**src/rtl/spi_responder.sv**
```systemverilog
// spi_responder: SPI mode-0 target with byte handshake to the register file.
// Pins are synchronised into raw_clk; all actions occur three cycles after a pin edge.
module spi_responder #(
  parameter logic [7:0] IDLE_FILL = 8'hff
) (
  input  logic       raw_clk,
  input  logic       reset_n,
  input  logic       sclk,
  input  logic       mosi,
  input  logic       cs_n,
  output logic       miso,
  output logic       miso_oe,
  input  logic [7:0] tx_data,
  input  logic       tx_load,
  output logic       tx_busy,
  output logic [7:0] rx_data,
  output logic       rx_ready,
  input  logic       rx_ready_clear,
  output logic       overrun,
  input  logic       overrun_clear
);
  typedef enum logic {IDLE, ACTIVE} state_t;
  state_t state, state_next;
  logic [2:0] sclk_s, cs_s;
  logic [1:0] mosi_s;
  logic [2:0] bit_count;
  logic [7:0] tx_shift, rx_shift, holding;
  logic start, stop, rise, fall, consume, byte_done;
  always_comb begin
    start = (state == IDLE) && !cs_s[1] && cs_s[2];
    stop = (state == ACTIVE) && cs_s[1] && !cs_s[2];
    // sclk edges are only honoured while selected and not being deselected
    rise = (state == ACTIVE) && !stop && sclk_s[1] && !sclk_s[2];
    fall = (state == ACTIVE) && !stop && !sclk_s[1] && sclk_s[2];
    consume = start || (fall && bit_count == 3'd0);
    byte_done = rise && bit_count == 3'd7;
    state_next = start ? ACTIVE : stop ? IDLE : state;
  end
  always_ff @(posedge raw_clk or negedge reset_n) begin
    if (!reset_n) state <= IDLE;
    else state <= state_next;
  end
  always_ff @(posedge raw_clk or negedge reset_n) begin
    if (!reset_n) begin
      sclk_s <= 3'b000;
      cs_s <= 3'b111;
      mosi_s <= 2'b00;
      bit_count <= 3'd0;
      tx_shift <= 8'd0;
      rx_shift <= 8'd0;
      holding <= 8'd0;
      miso_oe <= 1'b0;
      tx_busy <= 1'b0;
      rx_data <= 8'd0;
      rx_ready <= 1'b0;
      overrun <= 1'b0;
    end else begin
      sclk_s <= {sclk_s[1:0], sclk};
      cs_s <= {cs_s[1:0], cs_n};
      mosi_s <= {mosi_s[0], mosi};
      if (start || stop) begin
        bit_count <= 3'd0;
        miso_oe <= start;
      end else if (rise) begin
        bit_count <= bit_count + 3'd1;
        rx_shift <= {rx_shift[6:0], mosi_s[1]};
      end
      if (consume) tx_shift <= tx_busy ? holding : IDLE_FILL;
      else if (fall) tx_shift <= {tx_shift[6:0], 1'b0};
      // a load in the same cycle as a consume leaves the new byte pending
      if (tx_load) begin
        holding <= tx_data;
        tx_busy <= 1'b1;
      end else if (consume) tx_busy <= 1'b0;
      if (byte_done) rx_data <= {rx_shift[6:0], mosi_s[1]};
      rx_ready <= byte_done || (rx_ready && !rx_ready_clear);
      overrun <= (byte_done && rx_ready && !rx_ready_clear) || (overrun && !overrun_clear);
    end
  end
  assign miso = tx_shift[7];
endmodule

```
**config.mk**
```make
export PLATFORM = sky130hd
export DESIGN_NAME = spi_responder
export DESIGN_NICKNAME = d
export VERILOG_FILES = /design/src/rtl/spi_responder.sv
export SDC_FILE = /design/constraint.sdc
export NUM_CORES = 1
export LEC_CHECK = 0
export CAP_MARGIN = 20
export CORE_UTILIZATION = 40
export CTS_BUF_LIST = sky130_fd_sc_hd__clkbuf_8
export DETAILED_ROUTE_END_ITERATION = 10
export DONT_BUFFER_PORTS = 1
export GPL_TIMING_DRIVEN = 0
export PLACE_DENSITY = 0.62
export SKIP_LAST_GASP = 1
export SLEW_MARGIN = 10
export SYNTH_ARGS = -nofsm -noshare
export SYNTH_HDL_FRONTEND = slang
export SYNTH_SLANG_ARGS = --single-unit
```
**constraint.sdc**
```tcl
create_clock -name raw_clk -period 1.8 [get_ports raw_clk]
set_input_delay 0.36 -clock raw_clk [delete_from_list [all_inputs] [get_ports raw_clk]]
set_output_delay 0.36 -clock raw_clk [all_outputs]
set_load 0.02 [all_outputs]
```
# Yosys cells after proc, flatten, opt, wreduce, memory -nomap -nowiden

Cells that the tools add are included.

RAM bits: 0
Bits in registers: 47
ROM bits: 0
Bits in latches: 0
Logic and storage cells: 58
Memories kept: 0
Output and inout bits: 13
Input bits: 16

Bitwise operators: 2
Divide/modulo/power cells: 0
Muxes and demuxes: 9
Magnitude comparators: 0
Multipliers: 0
Shift-type cells: 0
Add/sub/neg operators: 1
Eq/ne operators: 1
Reduce and logical (&&, ||, !) cells: 32

Operators with widths:

| cell                                         | count |
|---|---|
| two-way mux 8 bit                            | 3 |
| logical AND 1 bit                            | 15 |
| nonzero test 2 bit                           | 4 |
| zero test 1 bit                              | 7 |
| two-way mux 3 bit                            | 2 |
| logical OR 1 bit                             | 4 |
| two-way mux 1 bit                            | 4 |
| adder 3 x 1 -> 3 bit (second input constant) | 1 |
| == test 3 bit (second input constant)        | 1 |
| zero test 3 bit                              | 1 |
| inverter 1 bit                               | 2 |
| AND reduction 2 bit                          | 1 |

# Longest topological paths before layout

Depth in word-level cells: 10
Depth in mapped cells: 6
Depth with buffers taken out: 5

# Least setup slack after synthesis

No wires, ideal clock.

Path type: register to register
From: reg state
To: reg bit_count[2]
Setup time: 0.122 ns
Buffers on the path: 2
Arrival: 1.352 ns
Stages on the path, launching flop included: 5
Data required time: 1.678 ns
Setup slack: 0.326 ns
Period minus slack after synthesis: 1.474 ns
Cells stage by stage: dfrtp_1 -> buf_6 -> or3b_1 -> buf_6 -> a32o_1

Longest elaborated chain between the ends: 7
Elaborated cells between the ends (all ways): 12
Those cells by class: mux (1); bitwise (1); reduce/logical (10)

Ends and longest elaborated chain:

| what                            | line | source |
|---|---|---|
| from (decl)                     | 23   | `state_t state, state_next;` |
| from (signal assigned)          | 41   | `else state <= state_next;` |
| logical AND 1 bit (2 in series) | 31   | `stop = (state == ACTIVE) && cs_s[1] && !cs_s[2];` |
| zero test 1 bit                 | 33   | `rise = (state == ACTIVE) && !stop && sclk_s[1] && !sclk_s[2];` |
| logical AND 1 bit (3 in series) | 33   |  |
| nonzero test 2 bit (no line)    | -    |  |
| to (signal assigned)            | 65   | `bit_count <= bit_count + 3'd1;` |
| to (decl)                       | 26   | `logic [2:0] bit_count;` |

Several ways; a longest one is shown, not always the timed one.
A chain may end at the register's enable or synchronous reset.

# Final worst setup path

From: reg state
To: reg tx_shift[1]

Longest elaborated chain between the ends: 9
Elaborated cells between the ends (all ways): 13
Those cells by class: mux (1); bitwise (1); reduce/logical (11)

Ends and longest elaborated chain:

| what                                                    | line | source |
|---|---|---|
| logical AND 1 bit (2 in series)                         | 31   |  |
| zero test 1 bit                                         | 34   | `fall = (state == ACTIVE) && !stop && !sclk_s[1] && sclk_s[2];` |
| logical AND 1 bit (3 in series)                         | 34   |  |
| logical AND 1 bit                                       | 35   | `consume = start \|\| (fall && bit_count == 3'd0);` |
| logical OR 1 bit                                        | 35   |  |
| two-way mux 8 bit or nonzero test 2 bit (tied branches) | -    |  |
| to (signal assigned)                                    | 68   | `if (consume) tx_shift <= tx_busy ? holding : IDLE_FILL;` |
| to (signal assigned)                                    | 69   | `else if (fall) tx_shift <= {tx_shift[6:0], 1'b0};` |
| to (decl)                                               | 27   | `logic [7:0] tx_shift, rx_shift, holding;` |

Several ways; a longest one is shown, not always the timed one.

==> reports/metrics.yaml <==
drt-initial-drc-count: 43
critPathLaunch: "state"
final_max_slew_viol_count: 0
critPathLaunchType: "flip-flop"
routed_via_density: 5.72
syn2layout_area_growth_pct: 10.1
core_area_mm2: 0.00469
io_pins: 29
diodes: 0
hpwlAfterDp_um: 2160
grt_pass1_wl_um: 5510
cts_resized: 0
setup_viol: 0
rows: 25
worstHoldPathType: "input port to flip-flop"
die-area_mm2: 0.00516
path_max_fanout: 10
fin_crit_sh_pct: 87.4
drive_gt1_share_pct: 28.3
h-tree-depth: 2
min_period_ns: 1.57
fmax_ghz: 0.636
grt_max_degree: 47
power.density_mw_per_mm2: 1120
netlist_area_mm2: 0.00195
first_pass_iters: 4
r2r-start: "state"
finClkSkew_ns: 0.00375
hold_viol_final: 0
max-vdd-ir-drop_mv: 0.756
grt_pass1_vias: 1176
multiInputGateArea_um2: 711
numCtsBuffers: 5
start_util_pct: 41.5
crit_required_ns: 2.01
worstHoldStart: "cs_n"
syn-num-nets: 161
fill_cells: 441
gp_congestion: 0.767
synth_area_leaders: "dfrtp_1, mux2_2, mux2_4"
seqCellArea_mm2: 0.00115
fin_nets: 170
crit_path_end_kind: "flip-flop"
tightest_slew_ns: 0.430
arrival_ns: 1.78
grt.overflow.total: 0
syn_inst: 142
tns_ns: 0
dieHeight_um: 71.8
r2r-end: "tx_shift[1]"
die_x_um: 71.8
endpoint: "tx_shift[1]"
antenna_found_initial: 0
slew-limit-headroom_pct: 71.3
cts_root_buf: "clkbuf_8"
synthArstFlopShare_pct: 100
leakage_nw: 0.956
ys_ff_latch: 46
final_antenna_net_count: 0
drc: 0
dpl_worst_slack_ns: 0.229
num_vias: 1179
avgSynthCellArea_um2: 13.7
cap_violations: 0
ys_types: 31
holdWs_ns: 0.0643
yosys.area.top_type: "dfrtp_1"
cts_tree: "done"
clk_path_buf_depth: 2
seq_area_frac_synth_pct: 59.2
clk_pin_slew_ns: 0.08
wire_per_inst_um: 15.4
wl_um: 3180
fin_ws_ns: 0.227
yosysMostFrequentCell: "dfrtp_1"
cts_sinks: 46
r2r_slack_ns: 0.23
synth_common_cells: "dfrtp_1, mux2_2, o22ai_1"
reg2reg_depth: 5
status: "finished clean"
ys.flop_type: "dfrtp_1"
synth_edf_count: 0
insertion_delay_ns: 0.29
critPathKind: "flip-flop to flip-flop"
rsz0062_at_grt: "no"
ys_warn_count: 0
yosysTopAreaCellShare_pct: 55.2
port-buffer-count: 0
grt_usage_pct: 13.9
## stage by stage
stage                     cell area, µm²  instances  util [%]  power [mW]
final                               2150        206      45.7        2.41
after CTS                           2150        206      45.7        2.44
after floorplan                     1950        142         -        1.69
after global routing                2150        206      45.7        2.56
after detailed placement            2020        196      43.0        1.79
after global placement              2020        196      43.0        1.76
## how the worst min path moves through the flow
| stage | cells past startpoint | slack [ns] | endpoint |
|---|---|---|---|
| finish | 0 | 0.06 | cs_s[0] |
| global route | 0 | 0.05 | cs_s[0] |
| CTS | 0 | 0.05 | cs_s[0] |
| detailed placement | 0 | 0.07 | rx_data[7] |
| global placement | 0 | 0.07 | rx_data[7] |
| floorplan | 0 | 0.06 | bit_count[0] |
## cell families after synthesis
| kind of cell | Yosys count | share of synthesized area (%) |
|---|---|---|
| buffers and inverters | 14 | 4.30 |
| adders and majority gates | 3 | 1.93 |
| DFF | 46 | 59.2 |
| AOI/OAI and AO/OA | 32 | 11.9 |
| muxes | 23 | 14.6 |
| and+or+nand+nor | 24 | 8.02 |
## area by class of cell
class / count / share of cell area [%]
clock buffers: 6 / 3.85
plain buffers: 9 / 3.03
flip-flops and latches: 46 / 53.8
well taps: 54 / 3.15
repair buffers: 2 / 1.75
inverters: 5 / 0.875
multi-input cells: 82 / 33.1
clock inverters: 2 / 0.408
## placed cells by master (no fill, tap or decap)
cell / n
a21o_1: 1
a311oi_1: 7
a31o_2: 1
a31oi_1: 7
a32o_1: 2
a41oi_1: 1
and2b_1: 1
and3_1: 2
buf_16: 1
buf_6: 4
clkbuf_1: 4
clkbuf_2: 1
clkbuf_8: 6
clkinv_2: 1
dfrtp_1: 43
dfstp_2: 3
dlygate4sd3_1: 1
ha_1: 3
inv_1: 6
mux2_2: 16
mux2_4: 7
nand2_1: 3
nand2b_1: 2
nand2b_2: 1
nand3_1: 7
nand4_1: 1
nand4_2: 1
nor2_1: 1
nor2b_1: 3
nor3b_4: 1
o21a_1: 1
o21ai_0: 2
o22ai_1: 9
o31ai_1: 1
or3b_1: 1
## sequential cells by signal (all words and copies together), names as in the netlist
name       flops
holding        8
rx_data        8
tx_shift       8
rx_shift       7
bit_count      3
cs_s           3
sclk_s         3
mosi_s         2
overrun        1
rx_ready       1
state          1
tx_busy        1
## routing by layer
metal	vias to the layer above	share of wire, %	GRT usage (%)	wire (µm)
li1	551	-	-	-
met2	38	47	21.8	1490
met4	0	1.0	5.66	33
met1	586	46	17.7	1450
met3	4	6.5	4.50	208
met5	-	0	0	0
## what timing repair did
action / CTS / global route
setup buffers: 0 / 0
hold endpoints to repair: 46 / 0
hold buffers: 2 / 0
## power breakdown
part	switching, mW	internal [mW]
clock network	0.315	0.304
logic	0.203	0.242
registers	0.136	1.21
total	0.654	1.76
## worst max-delay path: stages, from the launching register on
cell	delay (ns)
dfrtp_1	0.47
buf_6	0.18
nor3b_4	0.38
buf_6	0.20
o22ai_1	0.09
a31oi_1	0.18
Power figures use the tool's default switching activity.
